### config.mk
export PLATFORM = sky130hd
export DESIGN_NAME = reaction_timer
export DESIGN_NICKNAME = d
export VERILOG_FILES = /design/src/rtl/reaction_pkg.sv /design/src/rtl/lfsr12.sv /design/src/rtl/reaction_timer.sv
export SDC_FILE = /design/constraint.sdc
export NUM_CORES = 1
export LEC_CHECK = 0
export BUFFER_PORTS_ARGS = -buffer_cell sky130_fd_sc_hd__clkbuf_2
export CAP_MARGIN = 20
export CORE_AREA = 2 2 106 108
export CTS_CLUSTER_SIZE = 30
export DETAILED_ROUTE_END_ITERATION = 8
export DIE_AREA = 0 0 108 110
export MAX_ROUTING_LAYER = met4
export PLACE_DENSITY = 0.58
export SLEW_MARGIN = 0
export SYNTH_ARGS = -nofsm -noshare
export SYNTH_HDL_FRONTEND = slang
export SYNTH_SLANG_ARGS = --single-unit
### constraint.sdc
create_clock -name clk -period 4.8 [get_ports clk]
set_input_delay 0.72 -clock clk [delete_from_list [all_inputs] [get_ports clk]]
set_output_delay 0.72 -clock clk [all_outputs]
set_load 0.01 [all_outputs]
### src/rtl/reaction_pkg.sv
// Shared types, constants and LFSR helpers for the reaction timer.
package reaction_pkg;

  typedef enum logic [1:0] {
    IDLE  = 2'd0,
    WAIT  = 2'd1,
    REACT = 2'd2,
    DONE  = 2'd3
  } state_t;

  localparam int          DELAY_LIMIT = 3000;
  localparam int          RESULT_MAX  = 9999;
  localparam logic [11:0] LFSR_SEED   = 12'hACE;

  // Feedback taps for x^12 + x^6 + x^4 + x + 1 (the x^12 term is the shifted-out MSB).
  localparam logic [11:0] LFSR_TAPS   = 12'h053;

  // One step of the left-shifting Galois LFSR.
  function automatic logic [11:0] lfsr_next(input logic [11:0] cur);
    logic [11:0] nxt;
    nxt = {cur[10:0], 1'b0};
    if (cur[11]) begin
      nxt = nxt ^ LFSR_TAPS;
    end
    return nxt;
  endfunction

  // Fold the 1..4095 LFSR range into the pre-delay range. A raw value of
  // exactly 3000 would fold to 0, which would leave WAIT with nothing to
  // count down, so it is lifted to the 1 ms minimum.
  function automatic logic [11:0] delay_from_lfsr(input logic [11:0] raw);
    logic [11:0] d;
    if (raw < 12'(DELAY_LIMIT)) begin
      d = raw;
    end else begin
      d = raw - 12'(DELAY_LIMIT);
    end
    if (d == 12'd0) begin
      d = 12'd1;
    end
    return d;
  endfunction

endpackage

### src/rtl/lfsr12.sv
// Free-running 12-bit Galois LFSR used as the pre-delay random source.
module lfsr12
  import reaction_pkg::*;
(
  input  logic        clk,
  input  logic        reset,
  output logic [11:0] q
);

  logic [11:0] lfsr_q;

  // Advance every clock; the nonzero seed keeps the sequence off the all-zero lockup state.
  always_ff @(posedge clk or posedge reset) begin
    if (reset) begin
      lfsr_q <= LFSR_SEED;
    end else begin
      lfsr_q <= lfsr_next(lfsr_q);
    end
  end

  assign q = lfsr_q;

endmodule

### src/rtl/reaction_timer.sv
// Reaction-game datapath: random pre-delay, LED window, reaction-time
// measurement in milliseconds, and a held result for the display driver.
module reaction_timer
  import reaction_pkg::*;
#(
  parameter int CLK_PER_MS = 50000,
  parameter int RESULT_W   = 14
) (
  input  logic                clk,
  input  logic                reset,
  input  logic                ss,
  output logic                led,
  output logic [RESULT_W-1:0] result,
  output logic                result_valid,
  output logic                early,
  output logic                busy
);

  localparam int PW = (CLK_PER_MS > 1) ? $clog2(CLK_PER_MS) : 1;

  state_t              state_q;
  logic [PW-1:0]       presc_q;
  logic [PW-1:0]       presc_d;
  logic [11:0]         delay_q;
  logic [11:0]         delay_d;
  logic [RESULT_W-1:0] rt_q;
  logic [RESULT_W-1:0] rt_d;
  logic [RESULT_W-1:0] result_q;
  logic                early_q;
  logic [11:0]         lfsr_w;
  logic                tick;

  lfsr12 u_lfsr (
    .clk   (clk),
    .reset (reset),
    .q     (lfsr_w)
  );

  // Millisecond tick, prescaler successor, folded pre-delay and the reaction
  // count including a tick on this cycle (held at the ceiling, never wraps).
  always_comb begin
    tick    = (presc_q == PW'(CLK_PER_MS - 1));
    presc_d = tick ? '0 : presc_q + PW'(1);
    delay_d = delay_from_lfsr(lfsr_w);
    rt_d    = rt_q;
    if (tick && (rt_q != RESULT_W'(RESULT_MAX))) begin
      rt_d = rt_q + RESULT_W'(1);
    end
  end

  // Control FSM together with the prescaler, delay down-counter and reaction counter.
  always_ff @(posedge clk or posedge reset) begin
    if (reset) begin
      state_q  <= IDLE;
      presc_q  <= '0;
      delay_q  <= '0;
      rt_q     <= '0;
      result_q <= '0;
      early_q  <= 1'b0;
    end else begin
      case (state_q)
        IDLE: begin
          if (ss) begin
            state_q <= WAIT;
            delay_q <= delay_d;
            presc_q <= '0;
          end
        end
        WAIT: begin
          // A press on the expiry cycle still counts as a false start.
          if (ss) begin
            state_q  <= DONE;
            early_q  <= 1'b1;
            result_q <= '0;
          end else begin
            presc_q <= presc_d;
            if (tick) begin
              if (delay_q == 12'd1) begin
                state_q <= REACT;
                rt_q    <= '0;
                presc_q <= '0;
              end else begin
                delay_q <= delay_q - 12'd1;
              end
            end
          end
        end
        REACT: begin
          presc_q <= presc_d;
          rt_q    <= rt_d;
          // Timeout and a press on the saturating tick both report the ceiling.
          if (ss || (rt_d == RESULT_W'(RESULT_MAX))) begin
            state_q  <= DONE;
            result_q <= rt_d;
            early_q  <= 1'b0;
          end
        end
        DONE: begin
          if (ss) begin
            state_q <= IDLE;
            early_q <= 1'b0;
          end
        end
      endcase
    end
  end

  assign led          = (state_q == REACT);
  assign busy         = (state_q == WAIT) || (state_q == REACT);
  assign result_valid = (state_q == DONE);
  assign early        = early_q;
  assign result       = result_q;

endmodule

# Word level (Yosys, flattened, before mapping)
# Cells that the tools add are included.
# Widths: inputs -> output; s select.
[classes] bitwise_logic=1 n_eq_ne=17 add_sub_neg=4 n_mux=33 n_reduce_logical=15 magnitude_cmp=1
[ops] operator="$mux 14" n=6
[ops] operator="$mux 16" n=5
[ops] operator="$mux 12" n=6
[ops] operator="$pmux 14 s2" n=2
[ops] operator="$pmux 16 s3" n=1
[ops] operator="$pmux 12 s2" n=1
[ops] operator="$add 16x1->16 const B" n=1
[ops] operator="$eq 16x16->1 const B" n=1
[ops] operator="$add 14x1->14 const B" n=1
[ops] operator="$eq 14x14->1 const B" n=1
[ops] operator="$ne 14x14->1 const B" n=1
[ops] operator="$ne 2x2->1 const B" n=7
[ops] operator="$eq 12x1->1 const B" n=1
[ops] operator="$logic_not 12->1" n=1
[ops] operator="$lt 12x12->1 const B" n=1
[ops] operator="$mux 2" n=6
[ops] operator="$sub 12x1->12 const B" n=1
[ops] operator="$sub 12x12->12 const B" n=1
[ops] operator="$reduce_and 5->1" n=2
[ops] operator="$pmux 2 s4" n=1
[ops] operator="$reduce_and 4->1" n=2
[ops] operator="$mux 7" n=1
[ops] operator="$ne 3x3->1 const B" n=2
[ops] operator="$reduce_and 3->1" n=2
[ops] operator="other kinds (11)" n=17
[word_totals] output_inout_bits=18 input_bits=3 reg_bits=71 elab_cells=78

# Depth between registers and ports, before layout
# Gate-level depths: netlist (run 1).
[depth] word_depth=7 ltp_mapped=11 depth_no_buf=10

# Hierarchy
# Synthesis (run 1) repeated with hierarchy kept, for this count alone.
[unflattened] cells_unflattened=447 hier_area_um2=4294.1
[modules_own_cells] module="reaction_timer" n_inst=1 seq_area_each_um2=1476.4 area_per_inst_um2=3955.0 cells_each=431
[modules_own_cells] module="lfsr12" n_inst=1 seq_area_each_um2=309.0 area_per_inst_um2=339.1 cells_each=16

# Worst setup path before layout (run 1)
# Ideal clock, no wire load.
[synth_timing] path_type="register -> register" start="register presc_q[0]" end="register result_q[2], in the netlist result[2]" path_stages_with_launch=11 path_buffers=1 path_slack_ps=1938 arrival_ps=2728 setup_ps=134 synth_period_minus_slack_ps=2862 t_required_ps=4666 path_cell_list="dfrtp_1 > ha_1 > and4b_1 > nand4_1 > nor3_1 > mux2_1 > a211o_1 > o31a_1 > nor3_2 > buf_2 > o22ai_1"
[synth_between] elab_chain_cells=7 word_cells_on_any_way=9 classes_between="eq/ne: 3; mux: 3; reduce/logical: 3"
[synth_rtl] element="start: declaration" line="reaction_timer.sv:22" rtl="logic [PW-1:0] presc_q;"
[synth_rtl] element="start signal: assignment" line="reaction_timer.sv:76" rtl="presc_q <= presc_d;"
[synth_rtl] element="start signal: assignment" line="reaction_timer.sv:89" rtl="presc_q <= presc_d;"
[synth_rtl] element="$eq 16x16->1 (*)" line="reaction_timer.sv:42" rtl="tick = (presc_q == PW'(CLK_PER_MS - 1));"
[synth_rtl] element="$logic_and 1x1->1 (*)" line="reaction_timer.sv:46" rtl="if (tick && (rt_q != RESULT_W'(RESULT_MAX))) begin"
[synth_rtl] element="$mux 14 (*)" line="reaction_timer.sv:46"
[synth_rtl] element="$eq 14x14->1" line="reaction_timer.sv:92" rtl="if (ss || (rt_d == RESULT_W'(RESULT_MAX))) begin"
[synth_rtl] element="$logic_or 1x1->1" line="reaction_timer.sv:92"
[synth_rtl] element="$ne 2x1->1 (no source line)"
[synth_rtl] element="$reduce_and 3->1 (no source line)"
[synth_rtl] element="end signal: assignment" line="reaction_timer.sv:94" rtl="result_q <= rt_d;"
[synth_rtl] element="end: declaration" line="reaction_timer.sv:28" rtl="logic [RESULT_W-1:0] result_q;"
# Every way passes the cells marked *; elsewhere a longest branch is shown, timed or not. The select of a mux whose other input is x is not followed.
# A chain may end at the register's enable or synchronous reset.

# Worst setup path in the final report (run 1)
[layout_timing] start="register presc_q[0]" end="register result_q[3], in the netlist result[3]"
# The elaborated chain is that of the path after synthesis.

==> impl_metrics.tcl, run 1 <==
set metrics [dict create \
    status "complete, no violations" \
    ir_worst_vdd_v 0.0002088 \
    drt_iter0_drc 256 \
    ys_seq_area_share_pct 42.87 \
    rr_worst_depth 9 \
    clock-sinks 71 \
    seqPwrFrac_pct 33.8 \
    grt-ovfl-total 0 \
    switchingPower_mw 0.8299 \
    post-cts-setup-buffers 0 \
    synth_enable_flop_cells 0 \
    drive_above_1_share_pct 12.70 \
    clockBufferDepth 2 \
    grt_pass1_wl_mm 16.88 \
    drtPass1Iterations 4 \
    grtUsageTotal_pct 18.73 \
    fin_crit_ns 3.557 \
    syn_to_final_growth_pct 12.56 \
    routedWlPerCell_um 15.71 \
    clock_power_share_pct 30.0 \
    report.final.slew_viol_count 0 \
    maxCapViolCount 0 \
    cts-resized-gates 0 \
    critPathCaptureType "register" \
    hold_slack_ns 0.2124 \
    drc_errors 0 \
    slew_headroom_pct 47.95 \
    tightest_slew_ns 0.7808 \
    ys_types 62 \
    worstSetupPathType "register to register" \
    htreeDepth 3 \
    grt_max_degree 48 \
    fmax_ghz 0.2811 \
    leakage_nw 1.992 \
    fin_nets 504 \
    rsz0062_at_grt "false" \
    port_buffers 20 \
    initial_core_util_pct 38.94 \
    n_antenna_cell 0 \
    hpwl_mm 6.969 \
    synth_seq_cells 71 \
    io_pins 21 \
    critPathMaxFanout 12 \
    ctsHoldBuffers 0 \
    synthCells 478 \
    grt_antenna_before_repair 0 \
    die_area_mm2 0.01188 \
    p_comb_share_pct 36.2 \
    synth_nets 491 \
    gp_congestion 0.9290 \
    clkSlewWorstSetupHoldPaths_ns 0.08 \
    clk_latency_ns 0.35 \
    viasPerCell 5.588 \
    cts_buffers 9 \
    finalSetupViolCount 0 \
    p_int_mw 1.373 \
    synth_top_flop_cell "dfrtp_1" \
    fin_tns_setup_ns 0 \
    final_cell_mix "dfrtp_1, nand2_1, o21ai_0" \
    hold_viol 0 \
    netlist_area_mm2 0.004165 \
    min_period_over_period_pct 74.10 \
    via_count 3554 \
    die_h_um 110 \
    crit_path_start_kind "register" \
    die-width_um 108 \
    num_rows 38 \
    core-area_mm2 0.01070 \
    drtAntennaViolNets 0 \
    cts_tree "yes" \
    final_common_cell "dfrtp_1" \
    cts_root_buf "clkbuf_8" \
    worst_hold_path_type "input port to async pin" \
    yosys_warnings 0 \
    cp.required_ns 5.01 \
    synth_area_per_cell_um2 8.714 \
    switching_share_pct 37.66 \
    pwr_density_cell_mw_per_mm2 470.0 \
    crit_arrival_ns 3.76 \
    grt_pass1_vias 3260 \
    fin_skew_ns 0.01205 \
    synthArstFlopShare_pct 100.0 \
    wl_mm 9.989 \
]
## critical path, cell delays in order, from the launching register on
cell	delay (ns)
dfrtp_1	0.38
ha_1	0.22
and4b_1	0.25
nand4_1	0.25
nor3_1	0.54
mux2_1	0.37
a211o_1	0.28
o31a_1	0.38
nor3_2	0.54
o21ai_0	0.20
## sequential cells by signal, summed over array words and instances (netlist names)
| signal | count |
|---|---|
| delay_q | 12 |
| u_lfsr.q | 12 |
| early | 1 |
| result | 14 |
| presc_q | 16 |
| state_q | 2 |
| rt_q | 14 |
## metrics by stage
step / total power [mW] / utilization [%] / instances / setup WS, ns / instance area, um^2
finish: 2.203 / 43.82 / 636 / 1.243 / 4688
global route: 2.367 / 43.82 / 636 / 0.9415 / 4688
global placement: 1.534 / 41.03 / 619 / 1.404 / 4389
floorplan: 1.329 / - / 478 / 1.938 / 4165
detailed placement: 1.545 / 41.03 / 619 / 1.229 / 4389
CTS: 2.211 / 43.64 / 635 / 1.239 / 4668
## power by group through the flow
stage	Clock (mW)	Sequential [mW]	Combinational, mW
finish	0.661	0.744	0.798
global placement	0	0.752	0.782
CTS	0.674	0.744	0.793
floorplan	0	0.736	0.593
detailed placement	0	0.756	0.789
global route	0.705	0.760	0.903
## path summary, 6_finish.rpt
| kind | startpoint | end | slack [ns] |
|---|---|---|---|
| worst max-delay path | presc_q[0]$_DFFE_PP0P_ | result[3]$_DFFE_PP0P_ | 1.24 |
| worst min-delay path | reset | presc_q[0]$_DFFE_PP0P_ | 0.21 |
| worst max register to register | presc_q[0]$_DFFE_PP0P_ | result[3]$_DFFE_PP0P_ | 1.24 |
| worst min register to register | u_lfsr.q[1]$_DFF_PP1_ | u_lfsr.q[2]$_DFF_PP1_ | 0.37 |
| max in group asynchronous | reset | rt_q[4]$_DFFE_PP0P_ | 4.07 |
| min in group clk | u_lfsr.q[1]$_DFF_PP1_ | u_lfsr.q[2]$_DFF_PP1_ | 0.37 |
## cell families after synthesis
group,Yosys count,synth area share (%)
AO/OA/AOI/OAI,132,20.10
XOR/XNOR,21,4.416
adder cells (fa/ha/maj),10,3.004
buffers and inverters,40,3.755
flip-flops,71,42.87
multiplexers,8,2.013
AND/OR/NAND/NOR,196,23.85
## cell usage after synthesis, drive strengths merged (7+ instances only)
| cell | count | share of area, % |
|---|---|---|
| a21o | 7 | 1.3 |
| a21oi | 19 | 2.3 |
| and3 | 13 | 2.0 |
| clkbuf | 21 | 1.9 |
| dfrtp | 64 | 38 |
| dfstp | 7 | 4.4 |
| ha | 10 | 3.0 |
| inv | 14 | 1.3 |
| nand2 | 61 | 5.6 |
| nand3 | 19 | 2.3 |
| nand4 | 12 | 1.8 |
| nor2 | 42 | 3.8 |
| nor3 | 9 | 1.2 |
| o21ai | 49 | 5.9 |
| o22ai | 13 | 2.0 |
| or3 | 7 | 1.2 |
| xnor2 | 7 | 1.5 |
| xor2 | 14 | 2.9 |
## per-layer routing
metal / share of wire [%] / track usage, % / vias up
met5: 0 / - / -
met4: 1.5 / 7.234 / 0
met3: 4.0 / 3.057 / 10
met2: 44 / 26.68 / 67
met1: 50 / 26.70 / 1717
li1: - / - / 1760
## cell type report
class                      instances  area, um^2
fill                            1038        6010
multi-input combinational        367        2223
sequential                        71        1785
tap                              140       175.2
timing repair buffer              28       172.7
clock buffer                      11       151.4
clock inverter                     5       127.6
inverter                          14       52.55
Power figures use the tool's default switching activity.
==> run 2, diff against run 1 <==
- PLACE_DENSITY: 0.58 -> 0.6
- clock period: 4.8 -> 3.2 ns (I/O delays scaled with it)
==> run 2 against run 1 <==
  * Combinational power grew 54%
  * Routed wire length increased by 0.81%
  * Register-to-register slack worse by 1.1 ns
  * Core utilization decreased by 0.22 points
  * Critical endpoint is now state_q[0]$_DFFE_PP0P_
  * Largest power group unchanged
  * Highest routed layer unchanged
==> impl_metrics.tcl, run 2 (synthesis results as in run 1) <==
set metrics [dict create \
    status "complete, no violations" \
    crit_arrival_ns 3.29 \
    gp_congestion 0.8700 \
    clk_latency_ns 0.35 \
    post-cts-setup-buffers 0 \
    grt_antenna_before_repair 0 \
    cp.required_ns 3.45 \
    fmax_ghz 0.3291 \
    report.final.slew_viol_count 0 \
    drt_iter0_drc 161 \
    n_antenna_cell 0 \
    ir_worst_vdd_v 0.0002617 \
    grt_pass1_vias 3437 \
    final_common_cell "dfrtp_1" \
    place_ws_ns 0.1432 \
    num_rows 38 \
    grtUsageTotal_pct 18.94 \
    via_count 3615 \
    fin_crit_ns 3.039 \
    cts_root_buf "clkbuf_8" \
    pwr_density_cell_mw_per_mm2 657.0 \
    rr_endpoint "state_q[0]$_DFFE_PP0P_" \
    fin_tns_setup_ns 0 \
    drive_above_1_share_pct 14.91 \
    die_h_um 110 \
    setup_slack_ns 0.1610 \
    regMostFlops "presc_q" \
    r2r-start "rt_q[4]$_DFFE_PP0P_" \
    cts_buffers 9 \
    htreeDepth 3 \
    clock-sinks 71 \
    wl_mm 10.07 \
    final_cells 643 \
    dp.cells 626 \
    clkSlewWorstSetupHoldPaths_ns 0.08 \
    viasPerCell 5.622 \
    io_pins 21 \
    rr_worst_depth 8 \
    critPathMaxFanout 7 \
    fin_skew_ns 0.01348 \
    drc_errors 0 \
    die-width_um 108 \
    cts_tree "yes" \
    clockBufferDepth 2 \
    critPathCaptureType "register" \
    syn_to_final_growth_pct 11.99 \
    rsz0062_at_grt "false" \
    initial_core_util_pct 38.94 \
    die_area_mm2 0.01188 \
    leakage_nw 1.983 \
    grt_pass1_wl_mm 17.26 \
    critPathMaxStageDelay_ns 0.54 \
    worst_hold_path_type "input port to async pin" \
    core-area_mm2 0.01070 \
    worstSetupPathType "register to register" \
    tightest_slew_ns 0.9136 \
    fin_nets 511 \
    hpwl_mm 7.154 \
    grt-ovfl-total 0 \
    r2r_slack_ns 0.16 \
    finalSetupViolCount 0 \
    hold_viol 0 \
    p_total_mw 3.064 \
    grt_max_degree 72 \
    crit_path_start_kind "register" \
    slew_headroom_pct 39.09 \
    routedWlPerCell_um 15.66 \
    maxCapViolCount 0 \
    largest_reg_flops 16 \
    drtAntennaViolNets 0 \
    min_period_over_period_pct 94.97 \
    drtPass1Iterations 4 \
    path_cells "or3_4 > or4_4 > nand2_2 > o311ai_1 > a211o_1 > o31a_1 > or2_0 > a311oi_1" \
    final_cell_mix "dfrtp_1, nand2_1, o21ai_0" \
    port_buffers 20 \
    slowest_stage "or4_4" \
]
==> run 2: worst max-delay path, delay by kind of cell, from the launching register on <==
kind | cells | cell delay [ns]
AND/OR/NAND/NOR | 4 | 1.38
AO/OA/AOI/OAI | 4 | 1.12
flip-flops | 1 | 0.44
==> run 2: routing by layer <==
metal | global-route usage [%] | wire (um) | vias to the layer above
met2 | 27.76 | 4520 | 65
met3 | 3.586 | 459 | 11
met1 | 26.00 | 4899 | 1773
li1 | - | - | 1766
met4 | 7.418 | 190 | 0
met5 | - | 0 | -
==> run 2: stage by stage <==
step	area, um^2	utilization [%]	hold WS [ns]
global placement	4442	41.52	0.3614
finish	4664	43.60	0.3790
floorplan	4165	-	0.3564
detailed placement	4442	41.52	0.3659
global route	4664	43.60	0.3877
CTS	4639	43.37	0.3834
==> run 2: cell type report <==
type,count,area [um^2]
Clock buffer,9,123.9
Clock inverter,7,73.82
Fill cell,1073,6033
Inverter,14,52.55
Multi-Input combinational cell,367,2240
Sequential cell,71,1787
Tap cell,140,175.2
Timing Repair Buffer,35,212.7
==> run 2: power breakdown <==
part	internal [mW]	total (mW)	switching [mW]
logic	0.442	1.23	0.786
clock network	0.361	0.721	0.360
registers	1.01	1.12	0.109
total	1.81	3.06	1.26
==> run 2: worst max-delay path by stage <==
| stage | slack (ns) | from | endpoint | depth (start not counted) |
|---|---|---|---|---|
| 2_1_floorplan | 0.34 | presc_q[0]$_DFFE_PP0P_ | result[2]$_DFFE_PP0P_ | 10 |
| 3_3_place_gp | 0.27 | rt_q[4]$_DFFE_PP0P_ | state_q[0]$_DFFE_PP0P_ | 8 |
| 3_5_place_dp | 0.14 | presc_q[0]$_DFFE_PP0P_ | state_q[0]$_DFFE_PP0P_ | 9 |
| 4_1_cts | 0.16 | presc_q[0]$_DFFE_PP0P_ | state_q[0]$_DFFE_PP0P_ | 9 |
| 5_1_grt | 0.02 | rt_q[1]$_DFFE_PP0P_ | state_q[0]$_DFFE_PP0P_ | 9 |
| 6_report | 0.16 | rt_q[4]$_DFFE_PP0P_ | state_q[0]$_DFFE_PP0P_ | 8 |
==> run 2: repair_timing <==
action,4_1_cts,5_1_grt
setup endpoints to repair,0,12
gates resized for setup,0,5
hold buffers,0,0
==> run 3, diff against run 2 <==
- GPL_TIMING_DRIVEN: unset -> 0
==> run 3 against run 2 <==
  * Via count is 2.7% higher
  * Flip-flop and latch count stayed put
  * Cell count is 2.5% higher
  * Sequential share of layout area is 1.5 points lower
  * Global-route usage is 0.42 points higher
  * Critical path depth is 1 higher
  * Clock skew is 0.0017 ns higher
  * Highest routed layer unchanged
  * Hold slack worse by 0.023 ns
  * Critical path type unchanged
==> impl_metrics.tcl, run 3 (synthesis results as in run 1) <==
set metrics [dict create \
    status "complete, no violations" \
    gp_congestion 0.9137 \
    clkSlewWorstSetupHoldPaths_ns 0.08 \
    final_cells 659 \
    grt-ovfl-total 0 \
    fin_crit_ns 3.080 \
    ir_worst_vdd_v 0.0003280 \
    die-width_um 108 \
    worstSetupPathType "register to register" \
    hold_slack_ns 0.3564 \
    place_area_mm2 0.004471 \
    path_buf_inv 1 \
    final_cell_mix "dfrtp_1, nand2_1, o21ai_0" \
    initial_core_util_pct 38.94 \
    die_h_um 110 \
    grtUsageTotal_pct 19.36 \
    critPathMaxStageDelay_ns 0.57 \
    clk_latency_ns 0.37 \
    hold_viol 0 \
    path_cells "or3_4 > or4_4 > nand2_4 > o311ai_1 > a211o_1 > o31a_1 > nor3_4 > buf_6 > o22ai_1" \
    startpoint "rt_q[4]$_DFFE_PP0P_" \
    fin_nets 527 \
    nFillCells 1066 \
    crit_family "simple AND/OR/NAND/NOR gates" \
    leakage_nw 2.030 \
    hpwl_mm 7.419 \
    dp.cells 639 \
    report.final.slew_viol_count 0 \
    grt_pass1_wl_mm 17.43 \
    register_area_mm2 0.001789 \
    fin_skew_ns 0.01518 \
    multi_input_area_mm2 0.002327 \
    drtPass1Iterations 5 \
    final_common_cell "dfrtp_1" \
    finish.utilization_pct 45.44 \
    routedWlPerCell_um 16.28 \
    drc_errors 0 \
    drive_above_1_share_pct 15.41 \
    p_total_mw 3.249 \
    crit_path_start_kind "register" \
    grt_max_degree 63 \
    drtAntennaViolNets 0 \
    fmax_ghz 0.3247 \
    largest_reg_flops 16 \
    slew_headroom_pct 43.23 \
    worst_hold_path_type "register to register" \
    r2r-start "rt_q[4]$_DFFE_PP0P_" \
    port_buffers 20 \
    tightest_slew_ns 0.8459 \
    hold_path_startpoint "u_lfsr.q[1]$_DFF_PP1_" \
    clock-sinks 71 \
    cts_tree "yes" \
    n_antenna_cell 0 \
    cts_root_buf "clkbuf_8" \
    num_rows 38 \
    regMostFlops "presc_q" \
    grt_pass1_vias 3459 \
    die_area_mm2 0.01188 \
    htreeDepth 3 \
    finalSetupViolCount 0 \
    fin_area_mm2 0.004861 \
    syn_to_final_growth_pct 16.70 \
    cp.required_ns 3.45 \
    pwr_density_cell_mw_per_mm2 668.4 \
    min_period_over_period_pct 96.24 \
    maxCapViolCount 0 \
    wl_mm 10.73 \
    via_count 3714 \
    io_pins 21 \
    critPathMaxFanout 7 \
    critPathCaptureType "register" \
    viasPerCell 5.636 \
    crit_arrival_ns 3.33 \
    grt_antenna_before_repair 0 \
    core-area_mm2 0.01070 \
    cts_buffers 9 \
    drt_iter0_drc 229 \
    clockBufferDepth 2 \
    slowest_stage "or4_4" \
]
-- run 3: report_power, final --
| part | internal [mW] | switching (mW) | total (mW) |
|---|---|---|---|
| sequential | 1.01 | 0.109 | 1.11 |
| combinational | 0.464 | 0.855 | 1.32 |
| clock | 0.462 | 0.354 | 0.816 |
-- run 3: final cells by class --
| cell class | count | area share, % |
|---|---|---|
| Multi-Input combinational cell | 367 | 47.88 |
| Buffer | 21 | 1.982 |
| Tap cell | 140 | 3.604 |
| Inverter | 14 | 1.133 |
| Timing Repair Buffer | 30 | 4.144 |
| Sequential cell | 71 | 36.81 |
| Clock inverter | 3 | 1.390 |
| Clock buffer | 13 | 3.063 |
-- run 3: path summary, 6_finish.rpt --
check	to	depth (start not counted)	slack, ns
max reg2reg	result[0]$_DFFE_PP0P_	9	0.12
min reg2reg	u_lfsr.q[2]$_DFF_PP1_	0	0.36
max in group asynchronous	u_lfsr.q[1]$_DFF_PP1_	4	2.06
max	result[0]$_DFFE_PP0P_	9	0.12
min in group asynchronous	presc_q[13]$_DFFE_PP0P_	3	0.55
min	u_lfsr.q[2]$_DFF_PP1_	0	0.36
-- run 3: worst register-to-register path: cells and delay by family (launching register included) --
family / cells / cell delay [ns]
AO/OA/AOI/OAI: 4 / 0.95
buffers and inverters: 1 / 0.16
flip-flops: 1 / 0.44
AND/OR/NAND/NOR: 4 / 1.42
-- run 3: timing repair --
item                                    in CTS  in global routing
pin swaps                                    2                  6
endpoints found under the setup margin      16                 16
cloned                                       0                  1
gates resized for setup                      4                 23
hold buffers                                 1                  0
endpoints found under the hold margin        9                  0
buffers inserted                             2                  5
-- run 3: layer usage --
metal / vias to the layer above / GRT usage (%) / wire [um]
met5: - / - / 0
met4: 0 / 6.777 / 174
met3: 15 / 4.586 / 584
met2: 87 / 28.71 / 4854
met1: 1805 / 26.08 / 5117
li1: 1807 / - / -
-- run 3: per-stage QoR --
step | TNS, ns | setup WS (ns)
after floorplan | 0 | 0.3378
after detailed placement | -3.721 | -0.3145
final | 0 | 0.1203
after CTS | 0 | 0.01267
after global routing | -0.02342 | -0.01376
after global placement | -5.392 | -0.2615
